[src/rtl/load_store_unit.sv]
// RV32I load/store unit: word-addressed memory port, sub-word stores via a one-stall read-modify-write.
// Define LSU_STATS_EN to add the stat_* event counters and the CNT_W parameter.
module load_store_unit #(
  parameter int WIDTH = 32
`ifdef LSU_STATS_EN
  ,
  parameter int CNT_W = 32
`endif
) (
  input  logic             clk,
  input  logic             rst,
  input  logic             req_valid,
  input  logic             req_we,
  input  logic [2:0]       funct3,
  input  logic [WIDTH-1:0] addr,
  input  logic [WIDTH-1:0] wdata,
  output logic [WIDTH-1:0] rdata,
  output logic             stall,
  output logic             fault,
  output logic             mem_we,
  output logic [WIDTH-1:0] mem_addr,
  output logic [WIDTH-1:0] mem_wd,
  input  logic [WIDTH-1:0] mem_rd
`ifdef LSU_STATS_EN
  ,
  output logic [CNT_W-1:0] stat_loads,
  output logic [CNT_W-1:0] stat_stores,
  output logic [CNT_W-1:0] stat_rmw_stalls,
  output logic [CNT_W-1:0] stat_faults
`endif
);

  typedef enum logic {IDLE, MERGE_WR} state_t;

  state_t           state_reg;
  logic [WIDTH-1:0] merge_q;
  logic [WIDTH-1:0] addr_q;

  logic is_byte, is_half, is_word;
  logic illegal, misaligned, active;
  logic do_load, do_sw, do_rmw;

  assign is_byte = (funct3[1:0] == 2'b00);
  assign is_half = (funct3[1:0] == 2'b01);
  assign is_word = (funct3 == 3'b010);

  // 011, 11x and the unsigned encodings used as stores are all illegal.
  assign illegal    = (funct3 == 3'b011) | (funct3[2] & (funct3[1] | req_we));
  assign misaligned = (is_half & addr[0]) | (is_word & (addr[1:0] != 2'b00));
  assign active     = !rst && req_valid && (state_reg == IDLE);

  assign fault   = active && (illegal || misaligned);
  assign do_load = active && !(illegal || misaligned) && !req_we;
  assign do_sw   = active && !(illegal || misaligned) && req_we && is_word;
  assign do_rmw  = active && !(illegal || misaligned) && req_we && !is_word;

  logic [7:0]       rd_byte    [4];
  logic [7:0]       merge_byte [4];
  logic [WIDTH-1:0] merge_word;

  genvar gi;
  generate
    for (gi = 0; gi < 4; gi++) begin : g_lane
      logic hit;
      assign rd_byte[gi]    = mem_rd[8*gi +: 8];
      assign hit            = is_byte ? (addr[1:0] == 2'(gi)) : (addr[1] == (gi >= 2));
      assign merge_byte[gi] = !hit ? rd_byte[gi] : (is_byte ? wdata[7:0] : wdata[8*(gi%2) +: 8]);
    end
  endgenerate

  assign merge_word = {merge_byte[3], merge_byte[2], merge_byte[1], merge_byte[0]};

  logic [7:0]  byte_sel;
  logic [15:0] half_sel;

  assign byte_sel = rd_byte[addr[1:0]];
  assign half_sel = addr[1] ? mem_rd[31:16] : mem_rd[15:0];

  always_comb begin
    rdata = '0;
    if (do_load) begin
      case (funct3)
        3'b000:  rdata = {{(WIDTH-8){byte_sel[7]}}, byte_sel};
        3'b001:  rdata = {{(WIDTH-16){half_sel[15]}}, half_sel};
        3'b010:  rdata = mem_rd;
        3'b100:  rdata = {{(WIDTH-8){1'b0}}, byte_sel};
        3'b101:  rdata = {{(WIDTH-16){1'b0}}, half_sel};
        default: rdata = '0;
      endcase
    end
  end

  assign stall    = do_rmw;
  assign mem_we   = do_sw || ((state_reg == MERGE_WR) && !rst);
  assign mem_addr = (state_reg == MERGE_WR) ? addr_q : {addr[WIDTH-1:2], 2'b00};
  assign mem_wd   = (state_reg == MERGE_WR) ? merge_q : wdata;

  // Merge is captured in a register so mem_wd never depends combinationally on mem_rd.
  always_ff @(posedge clk) begin
    if (rst) begin
      state_reg <= IDLE;
      merge_q   <= '0;
      addr_q    <= '0;
    end else begin
      case (state_reg)
        IDLE: begin
          if (do_rmw) begin
            addr_q    <= {addr[WIDTH-1:2], 2'b00};
            merge_q   <= merge_word;
            state_reg <= MERGE_WR;
          end
        end
        default: state_reg <= IDLE;
      endcase
    end
  end

`ifdef LSU_STATS_EN
  always_ff @(posedge clk) begin
    if (rst) begin
      stat_loads      <= '0;
      stat_stores     <= '0;
      stat_rmw_stalls <= '0;
      stat_faults     <= '0;
    end else begin
      stat_loads      <= stat_loads + CNT_W'(do_load);
      stat_stores     <= stat_stores + CNT_W'(mem_we);
      stat_rmw_stalls <= stat_rmw_stalls + CNT_W'(stall);
      stat_faults     <= stat_faults + CNT_W'(fault);
    end
  end
`endif

endmodule

[config.mk]
export PLATFORM = sky130hd
export DESIGN_NAME = load_store_unit
export DESIGN_NICKNAME = d
export VERILOG_FILES = /design/src/rtl/load_store_unit.sv
export SDC_FILE = /design/constraint.sdc
export NUM_CORES = 1
export LEC_CHECK = 0
export ABC_AREA = 1
export CORE_ASPECT_RATIO = 1.25
export CORE_MARGIN = 4
export CORE_UTILIZATION = 46
export CTS_CLUSTER_DIAMETER = 30
export DETAILED_ROUTE_END_ITERATION = 7
export PLACE_DENSITY = 0.87
export SYNTH_ARGS = -nofsm -noshare
export SYNTH_HDL_FRONTEND = slang
export SYNTH_SLANG_ARGS = --single-unit
[constraint.sdc]
create_clock -name clk -period 4.7 [get_ports clk]
set_input_delay 1.175 -clock clk [delete_from_list [all_inputs] [get_ports clk]]
set_output_delay 1.175 -clock clk [all_outputs]
set_load 0.1 [all_outputs]
==> reports/qor.csv <==
stage,metric,value,unit
place,IO Port Bufs,199,
grt,Total GRT Usage,0.2752,
worst_setup_path,Worst path slowest cell,clkdlybuf4s50_1,
yosys,xor/xnor share of the synthesized area,0,
timing,crit path time final,4.401,ns
grt,number of global-route vias before repair,5526,
yosys,largest family of logic cells by synthesized area,simple AND/OR/NAND/NOR gates,
finish,Largest register FFs,32,
grt,largest net degree at the start of global routing,81,
yosys,Adder-Cell Fraction of Synth Area,0,
clock_network,Root Buffer,clkbuf_16,
clock_network,CTS sink count,63,
finish,ANT cells,0,
finish,layout cell share with drive strength beyond 1,0.1487,
worst_setup_path,WS Path Type,in2out,
timing,final worst-path cycle share,0.9365,
clock_network,clock transition at the registers of the reported paths,0.06,ns
power_and_ir_drop,combinational fraction of design power,0.353,
hold_path,HP Class,reg2reg,
clock_network,hold-fix buffers at CTS,0,
floorplan,die extent in x,97.31,µm
place,Place WS,0.3170,ns
floorplan,die height,119.6,µm
timing,skew final,0.004302,ns
yosys,Yosys reg bits,63,
worst_setup_path,Worst Path Buf+Inv,4,
status,status,finished clean,
timing,Final WS setup,0.2985,ns
place,Detailed Place HPWL,12680,µm
power_and_ir_drop,Psw,0.7255,mW
yosys,Synth Area per Inst,5.401,µm²
worst_setup_path,WP data arrival,3.23,ns
detailed_routing,DR vias/cell,5.199,
yosys,"Seq/Total Area, Yosys",0.2750,
power_and_ir_drop,internal power,1.172,mW
worst_setup_path,Crit. End Element,output pin,
yosys,Yosys warning count,0,
detailed_routing,Vias,5969,
detailed_routing,DR DRC count,0,
clock_network,CTS Buffer Depth,2,
timing,setup TNS,0,ns
worst_setup_path,CP Cell Sequence,clkdlybuf4s50_1 > inv_2 > nand2_2 > inv_2 > nand3_1 > or2_1 > a31oi_1 > buf_12,
timing,Worst Tran Pin Value,1.066,ns
power_and_ir_drop,Flop pwr share,0.294,
grt,initial antenna violation count,0,
floorplan,initial core utilization,0.4747,
finish,post-route cell area,7132,µm²
power_and_ir_drop,PD cells,266.1,nW/µm²
floorplan,core region area,9659,µm²
detailed_routing,drt first pass iters,5,
finish,"non-filler cells, final",1148,
power_and_ir_drop,Clk network pwr share,0.353,
detailed_routing,drt initial violations,484,
worst_setup_path,critical path's largest stage delay,0.51,ns
timing,final hold vios,0,
place,Placed Instances,1132,
finish,fin nets,1120,
power_and_ir_drop,VDD IR max,0.1614,mV
floorplan,# rows,40,
yosys,mux contribution to synthesized area,0,
power_and_ir_drop,LEAKAGE,3.386,nW
worst_setup_path,"CP delay by family, top",buffers and inverters,
detailed_routing,DR WL/cell,14.70,µm
detailed_routing,Total Wirelength,16880,µm
grt,total gr overflow,0,
worst_setup_path,Required @ worst endpoint,3.52,ns
yosys,Simple-Gate Fraction of Synth Area,0.4821,
finish,Layout area overhead,55.53,%
yosys,Compound-Gate Fraction of Synth Area,0.1192,
clock_network,cts bufs inserted,9,
detailed_routing,Antenna Nets Post-Route,0,
power_and_ir_drop,Power Total,1.898,mW
yosys,"Cell Area, Synth",4586,µm²
floorplan,io pins,202,
grt,first-pass GRT wire length,26660,µm
clock_network,H-tree depth,3,
yosys,Gate Count Post-Synth,849,
timing,Achievable Freq,227.2,MHz
place,GPL Wtd Cong,0.9832,
worst_setup_path,CP Max Fanout,16,
yosys,Synth cell types,25,
timing,RSZ-0062 raised after global routing,no,
clock_network,post-cts repair resize count,0,
timing,hold_ws,0.4631,ns
clock_network,clk_lat worst skew,0.32,ns
power_and_ir_drop,Sw Share,0.3824,
clock_network,CTS tree,built,
timing,final setup fails,0,
timing,max_slew headroom,0.2886,
timing,Max Transition Viols Final,0,
worst_setup_path,critical path's most frequent cell,inv_2,
clock_network,total setup buffers inserted after CTS,0,
place,DP Area,6824,µm²
worst_setup_path,Startpoint Class,input pin,
floorplan,die area,11640,µm²
flow_run,Max-cap violations,0,
finish,"Core Util, Final",0.7383,
==> synthesized netlist by cell type <==
library cell,instances,area [µm²]
nand2_2,2,12.51
dfxtp_1,63,1261
nor2_2,3,18.77
a31oi_1,18,112.6
nand2_1,329,1235
buf_4,4,30.03
buf_2,9,45.04
a22oi_1,4,30.03
nor4_1,1,6.260
nor3_1,2,10.01
a21oi_1,28,140.1
or2_1,1,6.260
nand3_1,83,415.4
buf_6,4,45.04
clkbuf_1,30,112.6
inv_2,4,15.01
o22ai_1,7,43.79
nand3_2,1,10.01
nor2_1,128,480.5
conb_1,1,3.750
inv_1,72,270.3
o211ai_1,4,30.03
o21ai_0,38,190.2
nor3_4,1,16.27
buf_1,12,45.04
==> kinds of logic after synthesis <==
family | count (synthesis)
flops | 63
buf+inv | 135
other cells | 1
simple gates | 551
compound gates | 99
==> metal layers <==
metal / part of all wire / GRT usage / vias up
met1: 0.39 / 0.3228 / 2642
met2: 0.50 / 0.4931 / 300
met4: 0.028 / 0.1013 / 0
met5: 0 / 0 / -
met3: 0.085 / 0.05698 / 40
li1: - / - / 2987
==> power by group through the flow <==
stage / registers [mW] / logic (mW) / clock network [mW]
floorplan: 0.567 / 0.454 / 0
global placement: 0.568 / 0.663 / 0
detailed placement: 0.569 / 0.665 / 0
CTS: 0.558 / 0.667 / 0.680
global route: 0.559 / 0.708 / 0.697
finish: 0.558 / 0.670 / 0.670
==> cell type report <==
class | instances | area, µm²
clock buffer | 10 | 239.0
clock inverter | 6 | 68.82
fill | 797 | 2527
inverter | 76 | 285.3
multi-input combinational | 652 | 2811
sequential | 63 | 1262
tap | 126 | 157.7
timing repair buffer | 215 | 2307
==> tightest hold or removal path, stage by stage (launching register included) <==
cell and delay, ns:
dfxtp_1 0.31, nand3_1 0.07, nand2_1 0.04
==> final timing paths <==
| check | from | endpoint | slack (ns) | depth (start not counted) |
|---|---|---|---|---|
| hold / removal | addr_q[6] | addr_q[6] | 0.46 | 2 |
| setup reg to reg | state_reg | addr_q[9] | 2.31 | 7 |
| setup / recovery | funct3[1] | rdata[18] | 0.30 | 8 |
| hold reg to reg | addr_q[6] | addr_q[6] | 0.46 | 2 |
==> placed cells by master (no fill, tap or decap), types with 19 or more instances in the layout <==
master             n
nand2_1          329
nor2_1           128
clkdlybuf4s50_1  102
nand3_1           83
buf_4             78
inv_1             72
dfxtp_1           62
o21ai_0           38
buf_12            35
a21oi_1           19
(Power assumes the default switching activity.)
